==> config.mk <==
export PLATFORM = sky130hd
export DESIGN_NAME = jtframe_sdram_arb
export DESIGN_NICKNAME = d
export VERILOG_FILES = /design/src/rtl/jtframe_sdram_pkg.sv /design/src/rtl/jtframe_sdram_rrpick.sv /design/src/rtl/jtframe_sdram_arb.sv
export SDC_FILE = /design/constraint.sdc
export NUM_CORES = 1
export LEC_CHECK = 0
export ABC_AREA = 1
export CORE_AREA = 5 5 112 114
export CTS_BUF_LIST = sky130_fd_sc_hd__clkbuf_4 sky130_fd_sc_hd__clkbuf_8
export DETAILED_ROUTE_END_ITERATION = 8
export DIE_AREA = 0 0 117 119
export DONT_BUFFER_PORTS = 1
export GPL_TIMING_DRIVEN = 1
export HOLD_SLACK_MARGIN = 0.02
export PLACE_DENSITY = 0.78
export SLEW_MARGIN = 20
export SYNTH_ARGS = -nofsm -noshare
export SYNTH_HDL_FRONTEND = slang
export SYNTH_SLANG_ARGS = --single-unit
==> constraint.sdc <==
create_clock -name clk -period 3.5 [get_ports clk]
set_input_delay 0.7 -clock clk [delete_from_list [all_inputs] [get_ports clk]]
set_output_delay 0.7 -clock clk [all_outputs]
set_load 0.01 [all_outputs]
==> src/rtl/jtframe_sdram_pkg.sv <==
// jtframe_sdram_pkg: shared state encoding and slot count for the SDRAM arbiter
package jtframe_sdram_pkg;
  localparam int SLOTS = 4;
  typedef enum logic [1:0] {IDLE = 2'd0, REQ = 2'd1, BUSY = 2'd2} state_t;
endpackage

==> src/rtl/jtframe_sdram_rrpick.sv <==
// jtframe_sdram_rrpick: round-robin pick among slots 1-3, starting after the last granted slot
module jtframe_sdram_rrpick (
  input  logic [3:1] req,
  input  logic [1:0] rr,
  output logic [1:0] idx,
  output logic       valid
);
  logic [1:0] s1, s2, s3;
  always_comb begin
    s1 = rr == 2'd1 ? 2'd2 : rr == 2'd2 ? 2'd3 : 2'd1;
    s2 = s1 == 2'd3 ? 2'd1 : s1 + 2'd1;
    s3 = s2 == 2'd3 ? 2'd1 : s2 + 2'd1;
    idx = req[s1] ? s1 : req[s2] ? s2 : s3;
    valid = |req;
  end
endmodule

==> src/rtl/jtframe_sdram_arb.sv <==
// jtframe_sdram_arb: four-slot SDRAM request arbiter, slot 0 fixed priority, slots 1-3 round-robin
module jtframe_sdram_arb
  import jtframe_sdram_pkg::*;
#(
  parameter int AW   = 22,
  parameter int TOUT = 8
) (
  input  logic                clk,
  input  logic                rst,
  input  logic                downloading,
  input  logic [SLOTS-1:0]    slot_req,
  input  logic [SLOTS*AW-1:0] slot_addr,
  input  logic [SLOTS*2-1:0]  slot_bank,
  input  logic [SLOTS-1:0]    slot_rnw,
  input  logic [SLOTS*2-1:0]  slot_wrmask,
  input  logic [SLOTS*16-1:0] slot_din,
  output logic [SLOTS-1:0]    slot_ok,
  output logic [31:0]         slot_dout,
  output logic                timeout,
  output logic                read_req,
  output logic [AW-1:0]       sdram_addr,
  output logic [1:0]          sdram_bank,
  output logic                sdram_rnw,
  output logic [1:0]          sdram_wrmask,
  output logic [15:0]         data_write,
  output logic                refresh_en,
  input  logic                sdram_ack,
  input  logic                data_rdy,
  input  logic [31:0]         data_read
);
  state_t state, state_nxt;
  logic [1:0] rr, sel, rr_idx, grant;
  logic rr_valid, grant_ok, wd_end;
  logic [TOUT-1:0] wd;

  jtframe_sdram_rrpick u_rrpick (
    .req  (slot_req[3:1]),
    .rr   (rr),
    .idx  (rr_idx),
    .valid(rr_valid)
  );

  always_comb begin
    grant = slot_req[0] ? 2'd0 : rr_idx;
    grant_ok = !downloading && (slot_req[0] || rr_valid);
    wd_end = wd == {{(TOUT-1){1'b1}}, 1'b0};
    state_nxt = state;
    case (state)
      IDLE:    state_nxt = grant_ok ? REQ : IDLE;
      REQ:     state_nxt = downloading ? IDLE : sdram_ack ? BUSY : REQ;
      BUSY:    state_nxt = downloading || data_rdy || wd_end ? IDLE : BUSY;
      default: state_nxt = IDLE;
    endcase
  end

  always_ff @(posedge clk or posedge rst)
    if (rst) state <= IDLE;
    else state <= state_nxt;

  always_ff @(posedge clk or posedge rst) begin
    if (rst) begin
      rr           <= 2'd3;
      sel          <= 2'd0;
      wd           <= '0;
      read_req     <= 1'b0;
      slot_ok      <= '0;
      timeout      <= 1'b0;
      refresh_en   <= 1'b0;
      slot_dout    <= '0;
      sdram_addr   <= '0;
      sdram_bank   <= '0;
      sdram_rnw    <= 1'b1;
      sdram_wrmask <= '0;
      data_write   <= '0;
    end else begin
      slot_ok    <= '0;
      refresh_en <= state == IDLE && slot_req == '0 && !downloading;
      if (state == IDLE && grant_ok) begin
        sel          <= grant;
        read_req     <= 1'b1;
        sdram_addr   <= slot_addr[grant*AW +: AW];
        sdram_bank   <= slot_bank[grant*2 +: 2];
        sdram_rnw    <= slot_rnw[grant];
        sdram_wrmask <= slot_wrmask[grant*2 +: 2];
        data_write   <= slot_din[grant*16 +: 16];
        if (grant != 2'd0) rr <= grant;
      end
      if (state == REQ && (downloading || sdram_ack)) begin
        read_req <= 1'b0;
        wd       <= '0;
      end
      // an abort on downloading suppresses both completion and watchdog
      if (state == BUSY && !downloading) begin
        if (data_rdy) begin
          if (sdram_rnw) slot_dout <= data_read;
          slot_ok <= 4'd1 << sel;
        end else begin
          wd <= wd + 1'b1;
          if (wd_end) timeout <= 1'b1;
        end
      end
    end
  end
endmodule

* Word level (Yosys, flattened, before mapping)
Index checks and enable logic that the tools add are counted.
Widths: inputs -> output; s select.
** Word-level totals
- Register bits after elaboration :: 96
- Output and inout bits :: 82
** Operators by class
- $add $sub $neg :: 3
- Multiply operators :: 1
- Order comparisons :: 3
- Eq/ne operators :: 7
- Shift-type cells :: 5
- Mux-type cells :: 25
- Bitwise gates (word level) :: 1
- Reduce and logical (&&, ||, !) cells :: 19
** Operators with widths (number)
- $shiftx 88x8->22 :: 1
- $shiftx 64x7->16 :: 1
- $mux 8 :: 3
- $mux 2 :: 10
- $shiftx 8x4->2 :: 2
- $lt 2x3->1 const B :: 3
- $add 8x1->8 const B :: 1
- $eq 2x2->1 const B :: 4
- $eq 8x8->1 const B :: 1
- $mux 4 :: 2
- $bmux 1 s2 :: 3
- $logic_and 1x1->1 :: 6
- $mul 2x4->6 const B :: 1
- $mux 1 :: 6
- $pmux 2 s3 :: 1
- $reduce_and 3->1 :: 2
- $add 2x1->2 const B :: 2
- $eq 2x1->1 const B :: 2
- $logic_not 4->1 :: 1
- $logic_or 1x1->1 :: 4
- $reduce_bool 2->1 :: 2
- $shl 1x2->4 const A :: 1
- $reduce_or 3->1 :: 1
- $logic_not 2->1 :: 1
- other kinds (3) :: 3

* Depth between registers and ports, before layout
- Word-level depth :: 12
- Gate-level depth with buffers :: 15
- Gate-level depth less buffers :: 14

* Hierarchy
Synthesis repeated with hierarchy kept, for this count alone.
** Second synthesis, totals
- Cell total of the unflattened synthesis :: 887
- Area, all modules :: 6065.8 um2
** Modules (own cells, without submodules)
- jtframe_sdram_arb :: instances 1, cells an instance 855, area an instance 5903.2 um2, sequential area each 2406.1 um2
- jtframe_sdram_rrpick :: instances 1, cells an instance 32, area an instance 162.7 um2, sequential area each 0.0 um2

* Worst setup path before layout
No wires, ideal clock.
- Kind :: register to register
- Start :: register rr[0]
- End :: register data_write[15]
- Library setup time :: 66 ps
- Arrival time :: 1890 ps
- Required time :: 3434 ps
- Path slack :: 1544 ps
- Stages on the path, launching flop included :: 15
- Path through :: dfstp_2 -> inv_1 -> ha_1 -> inv_2 -> nand2_1 -> nand3_1 -> nand2_1 -> nand2_1 -> nand2_1 -> nand2_2 -> buf_1 -> nand3_1 -> nand2_1 -> nand2_1 -> nand2_1
** On the way
- Cells in the longest elaborated chain, start to end :: 11
- Elaborated cells between the ends (all ways) :: 18
- Those cells by class :: add/sub: 2; eq/ne: 4; shift: 1; mux: 11
** RTL lines
- start, declared :: line jtframe_sdram_arb.sv:32 : logic [1:0] rr, sel, rr_idx, grant;
- start signal, assigned :: line jtframe_sdram_arb.sv:86 : if (grant != 2'd0) rr <= grant;
- $eq 2x2->1 :: line jtframe_sdram_rrpick.sv:10 : s1 = rr == 2'd1 ? 2'd2 : rr == 2'd2 ? 2'd3 : 2'd1;
- $mux 2 :: line jtframe_sdram_rrpick.sv:10
- $mux 2 (*) :: line jtframe_sdram_rrpick.sv:10
- $add 2x1->2 / $eq 2x2->1 (equally long branches) :: line jtframe_sdram_rrpick.sv:11 : s2 = s1 == 2'd3 ? 2'd1 : s1 + 2'd1;
- $mux 2 :: line jtframe_sdram_rrpick.sv:11
- $add 2x1->2 (tied with other cells) :: line jtframe_sdram_rrpick.sv:12 : s3 = s2 == 2'd3 ? 2'd1 : s2 + 2'd1;
- $mux 2 / $mux 1 (equally long branches) :: line jtframe_sdram_rrpick.sv:12, jtframe_sdram_rrpick.sv:13
- $mux 2 :: line jtframe_sdram_rrpick.sv:13 : idx = req[s1] ? s1 : req[s2] ? s2 : s3;
- $mux 2 (*) :: line jtframe_sdram_rrpick.sv:13
- $mux 2 (*) :: line jtframe_sdram_arb.sv:44 : grant = slot_req[0] ? 2'd0 : rr_idx;
- $shiftx 64x7->16 (*) :: line jtframe_sdram_arb.sv:85 : data_write <= slot_din[grant*16 +: 16];
- end signal, assigned :: line jtframe_sdram_arb.sv:85
- end, declared :: line jtframe_sdram_arb.sv:25 : output logic [15:0] data_write,
Every way passes the cells marked *; elsewhere a longest branch is shown, timed or not. The select of a mux whose other input is x is not followed.
A chain may end at the register's enable or synchronous reset.

* Worst setup path after layout
- Start :: register rr[0]
- End :: register sdram_addr[20]
** On the way
- Cells in the longest elaborated chain, start to end :: 12
- Elaborated cells between the ends (all ways) :: 19
- Those cells by class :: add/sub: 2; mul: 1; eq/ne: 4; shift: 1; mux: 11
** RTL lines
- $eq 2x2->1 :: line jtframe_sdram_rrpick.sv:10
- $mux 2 :: line jtframe_sdram_rrpick.sv:10
- $mux 2 (*) :: line jtframe_sdram_rrpick.sv:10
- $add 2x1->2 / $eq 2x2->1 (equally long branches) :: line jtframe_sdram_rrpick.sv:11
- $mux 2 :: line jtframe_sdram_rrpick.sv:11
- $add 2x1->2 (tied with other cells) :: line jtframe_sdram_rrpick.sv:12
- $mux 2 / $mux 1 (equally long branches) :: line jtframe_sdram_rrpick.sv:12, jtframe_sdram_rrpick.sv:13
- $mux 2 :: line jtframe_sdram_rrpick.sv:13
- $mux 2 (*) :: line jtframe_sdram_rrpick.sv:13
- $mux 2 (*) :: line jtframe_sdram_arb.sv:44
- $mul 2x4->6 (*) :: line jtframe_sdram_arb.sv:81 : sdram_addr <= slot_addr[grant*AW +: AW];
- $shiftx 88x8->22 (*) :: line jtframe_sdram_arb.sv:81
- end signal, assigned :: line jtframe_sdram_arb.sv:81
- end, declared :: line jtframe_sdram_arb.sv:21 : output logic [AW-1:0] sdram_addr,
Marked as above.

==> impl_metrics.xml <==
<?xml version="1.0" encoding="UTF-8"?>
<metrics>
  <group name="status">
    <metric name="outcome" unit="">finished, final reports clean</metric>
  </group>
  <group name="clocking">
    <metric name="numCtsBuffers" unit="">9</metric>
    <metric name="clockBufferDepth" unit="">2</metric>
    <metric name="post-cts-setup-buffers" unit="">0</metric>
    <metric name="clock-root-buffer" unit="">sky130_fd_sc_hd__clkbuf_8</metric>
    <metric name="hold_buffers" unit="">0</metric>
    <metric name="post_cts_resized" unit="">0</metric>
    <metric name="numClockSinks" unit="">96</metric>
    <metric name="clock_insertion_delay_worst_skew" unit="ps">360</metric>
    <metric name="cts_max_level" unit="">3</metric>
    <metric name="clk_pin_slew_worst_paths" unit="ps">100</metric>
    <metric name="clock_tree_from_tritoncts" unit="">yes</metric>
  </group>
  <group name="grt">
    <metric name="wire_length_of_the_first_global_routing_pass" unit="um">25200</metric>
    <metric name="first_global_vias" unit="">4996</metric>
    <metric name="grt-ovfl-total" unit="">0</metric>
    <metric name="groute.usage.overall" unit="">0.228</metric>
    <metric name="grt_max_degree" unit="">87</metric>
    <metric name="antenna_violations_before_repair" unit="">0</metric>
  </group>
  <group name="critical_path">
    <metric name="crit_path_cell_trace" unit="">inv_1 -&gt; ha_1 -&gt; nand2_1 -&gt; nor2_1 -&gt; nor2_1 -&gt; nand3_4 -&gt; buf_4 -&gt; nand3_1 -&gt; nand3_1 -&gt; nand2_1 -&gt; nand2_1 -&gt; nand2_1</metric>
    <metric name="reg2reg_slack" unit="ps">850</metric>
    <metric name="critical_path_buf_inv_count" unit="">2</metric>
    <metric name="crit_path_max_fanout" unit="">86</metric>
    <metric name="worst_setup_path_endpoint" unit="">sdram_addr[20]</metric>
    <metric name="critical_path_cell_count" unit="">12</metric>
    <metric name="critical-path-top-cell-by-count" unit="">sky130_fd_sc_hd__nand2_1</metric>
    <metric name="critical_path_class" unit="">register to register</metric>
    <metric name="critPathLaunch" unit="">rr[0]</metric>
    <metric name="timing.critical_path.to_type" unit="">register</metric>
    <metric name="worst_r2r_path_depth" unit="">12</metric>
    <metric name="crit_required" unit="ps">3760</metric>
    <metric name="r2r-end" unit="">sdram_addr[20]</metric>
    <metric name="critical_path.top_delay_family" unit="">simple AND/OR/NAND/NOR gates</metric>
    <metric name="critical_path.max_stage_delay" unit="ps">640</metric>
    <metric name="critical_path_arrival" unit="ps">2910</metric>
    <metric name="slowest_stage" unit="">sky130_fd_sc_hd__buf_4</metric>
    <metric name="launching_element_type_of_the_critical_path" unit="">register</metric>
    <metric name="crit-reg2reg-launch" unit="">rr[0]</metric>
  </group>
  <group name="yosys">
    <metric name="ys.warnings.count" unit="">0</metric>
    <metric name="ys_seq_elements" unit="">96</metric>
    <metric name="netlist-cell-type-count" unit="">31</metric>
    <metric name="netlist_area" unit="sq um">5810</metric>
    <metric name="synth_nets" unit="">1060</metric>
    <metric name="syn-mean-instance-area" unit="sq um">6.90</metric>
    <metric name="netlist_instances" unit="">843</metric>
    <metric name="synth.yosys.seq_area_share" unit="">0.414</metric>
  </group>
  <group name="final_layout">
    <metric name="commonest_cells_after_routing_fill_and_taps_aside" unit="">sky130_fd_sc_hd__nand2_1, sky130_fd_sc_hd__nand3_1, sky130_fd_sc_hd__inv_1</metric>
    <metric name="layout.cells.most_common" unit="">sky130_fd_sc_hd__nand2_1</metric>
    <metric name="final_nets" unit="">1035</metric>
    <metric name="post_route_cells_drive_above_1_share" unit="">0.0802</metric>
    <metric name="antenna-diode-count" unit="">0</metric>
    <metric name="fillers" unit="">1128</metric>
    <metric name="final-instance-count-excl-fill" unit="">966</metric>
    <metric name="layout_overhead_on_the_synthesized_area" unit="%">4.84</metric>
  </group>
  <group name="route">
    <metric name="wirelength" unit="um">16100</metric>
    <metric name="detail_route.first_pass.iterations" unit="">5</metric>
    <metric name="num_vias" unit="">5202</metric>
    <metric name="post-route-drc-count" unit="">0</metric>
    <metric name="initialDrtViolationCount" unit="">371</metric>
    <metric name="detail-route-antenna-nets" unit="">0</metric>
    <metric name="route.detailed.vias_per_inst" unit="">5.39</metric>
    <metric name="drt-wirelength-per-cell" unit="um">16.6</metric>
  </group>
  <group name="floorplan">
    <metric name="fp.dieArea" unit="sq um">13900</metric>
    <metric name="floorplan.initialDensity" unit="">0.514</metric>
    <metric name="ios" unit="">295</metric>
    <metric name="core_area" unit="sq um">11300</metric>
    <metric name="placement_rows" unit="">39</metric>
    <metric name="vertical_die_dimension" unit="um">119</metric>
    <metric name="die_width" unit="um">117</metric>
  </group>
  <group name="min_path">
    <metric name="hold_path_class" unit="">input port to asynchronous set/reset pin</metric>
  </group>
  <group name="placed_design">
    <metric name="placedCellCount" unit="">950</metric>
    <metric name="io_buffer_count" unit="">0</metric>
    <metric name="dp_hpwl" unit="um">11800</metric>
    <metric name="place_congestion" unit="">0.912</metric>
  </group>
  <group name="timing">
    <metric name="rsz0062_at_grt" unit="">false</metric>
    <metric name="timing.final.crit_period" unit="ps">2650</metric>
    <metric name="timing_worst_slew_pin_value" unit="ps">867</metric>
    <metric name="setup-tns-final" unit="ps">0</metric>
    <metric name="maxSlewHeadroom" unit="">0.422</metric>
    <metric name="max_freq" unit="GHz">0.377</metric>
    <metric name="setup_viol" unit="">0</metric>
    <metric name="report.final.hold_viol_count" unit="">0</metric>
    <metric name="timing.final.max_slew_violations" unit="">0</metric>
    <metric name="timing.final.crit_share" unit="">0.758</metric>
    <metric name="worst_clk_skew" unit="ps">11.5</metric>
  </group>
  <group name="power">
    <metric name="power_leakage" unit="nW">3.63</metric>
    <metric name="power_per_cell_area" unit="nW/um^2">805</metric>
    <metric name="vdd_ir_drop_max" unit="uV">629</metric>
  </group>
  <group name="flow_run">
    <metric name="cap_violations" unit="">0</metric>
  </group>
</metrics>
## registers in the layout, indices dropped and copies added (netlist names)
register      count
rr                2
slot_dout        32
data_write       16
wd                8
timeout           1
sel               2
refresh_en        1
sdram_bank        2
slot_ok           4
read_req          1
state             2
sdram_rnw         1
sdram_wrmask      2
sdram_addr       22
## synth_stat cells
cell                       instances  share of area
sky130_fd_sc_hd__o211ai_1          1         0.0013
sky130_fd_sc_hd__a21oi_1           5         0.0043
sky130_fd_sc_hd__xnor2_1           1         0.0015
sky130_fd_sc_hd__nand4_1           1         0.0011
sky130_fd_sc_hd__dfstp_2           3          0.014
sky130_fd_sc_hd__ha_1              4         0.0086
sky130_fd_sc_hd__o21ai_2           1         0.0015
sky130_fd_sc_hd__clkbuf_1          9         0.0058
sky130_fd_sc_hd__a211oi_1          1         0.0013
sky130_fd_sc_hd__dfrtp_1          93           0.40
sky130_fd_sc_hd__o21ai_0           8         0.0069
sky130_fd_sc_hd__nor4_1            5         0.0054
sky130_fd_sc_hd__mux2_1            8          0.015
sky130_fd_sc_hd__nand3_2           1         0.0017
sky130_fd_sc_hd__inv_2             4         0.0026
sky130_fd_sc_hd__nor3b_1           1         0.0013
sky130_fd_sc_hd__buf_6             2         0.0039
sky130_fd_sc_hd__buf_4             6         0.0077
sky130_fd_sc_hd__o31ai_1           1         0.0013
sky130_fd_sc_hd__nand2_1         362           0.23
sky130_fd_sc_hd__a21o_1            1         0.0013
sky130_fd_sc_hd__buf_1             4         0.0026
sky130_fd_sc_hd__or2_2             1         0.0011
sky130_fd_sc_hd__nor2_1           17          0.011
sky130_fd_sc_hd__nand2_2           2         0.0022
sky130_fd_sc_hd__inv_1           109          0.070
sky130_fd_sc_hd__o32ai_1           1         0.0015
sky130_fd_sc_hd__xor2_1            1         0.0015
sky130_fd_sc_hd__nand3_1         140           0.12
sky130_fd_sc_hd__mux2_2           24          0.046
sky130_fd_sc_hd__buf_2            26          0.022
## cells by family (layout without fill, tap and decap cells)
| group | after synthesis | in the layout | synth area share |
|---|---|---|---|
| and+or+nand+nor | 530 | 530 | 0.378 |
| buffers and inverters | 160 | 140 | 0.115 |
| DFF | 96 | 96 | 0.414 |
| muxes | 32 | 32 | 0.0620 |
| AOI/OAI and AO/OA | 19 | 19 | 0.0194 |
| adders and majority gates | 4 | 4 | 0.00861 |
| xor gates and xnor gates | 2 | 2 | 0.00301 |
## worst min-delay path by stage
stage / depth (start not counted) / endpoint / from
global placement: 1 / refresh_en / state[0]
global route: 1 / data_write[0] / rst
CTS: 1 / refresh_en / downloading
detailed placement: 1 / slot_ok[0] / sel[0]
floorplan: 1 / refresh_en / state[0]
finish: 1 / sdram_addr[15] / rst
## power breakdown
group	internal, mW	switching, mW	total [mW]
Clock	0.364	0.390	0.754
Sequential	1.49	0.466	1.95
Combinational	0.743	1.46	2.20
Total	2.60	2.31	4.91
## stage by stage
step	hold WS [ps]	setup WS (ps)	area [sq um]	total power, mW	util
floorplan	431	300	5810	3.69	-
global route	378	621	6100	5.37	0.538
finish	332	846	6100	4.91	0.538
CTS	376	864	6090	4.98	0.538
global placement	446	941	5890	4.15	0.520
detailed placement	452	875	5890	4.20	0.520
## layer usage
metal  wire length [um]  GRT usage  share of wire  vias up
met2               7900      0.374           0.49      241
met5                  0          0              0        -
met4                255     0.0667          0.016        0
met3               1700     0.0745           0.11       20
met1               6220      0.285           0.39     2395
li1                   -          -              -     2546
## cell type report
type                            count  area (sq um)  share of cell area
Timing Repair Buffer               11           120              0.0197
Tap cell                          143           179              0.0294
Clock inverter                      5          61.3              0.0101
Inverter                          113           429              0.0704
Sequential cell                    96          2410               0.395
Clock buffer                       11           145              0.0238
Multi-Input combinational cell    587          2760               0.452
(Power assumes the default switching activity.)
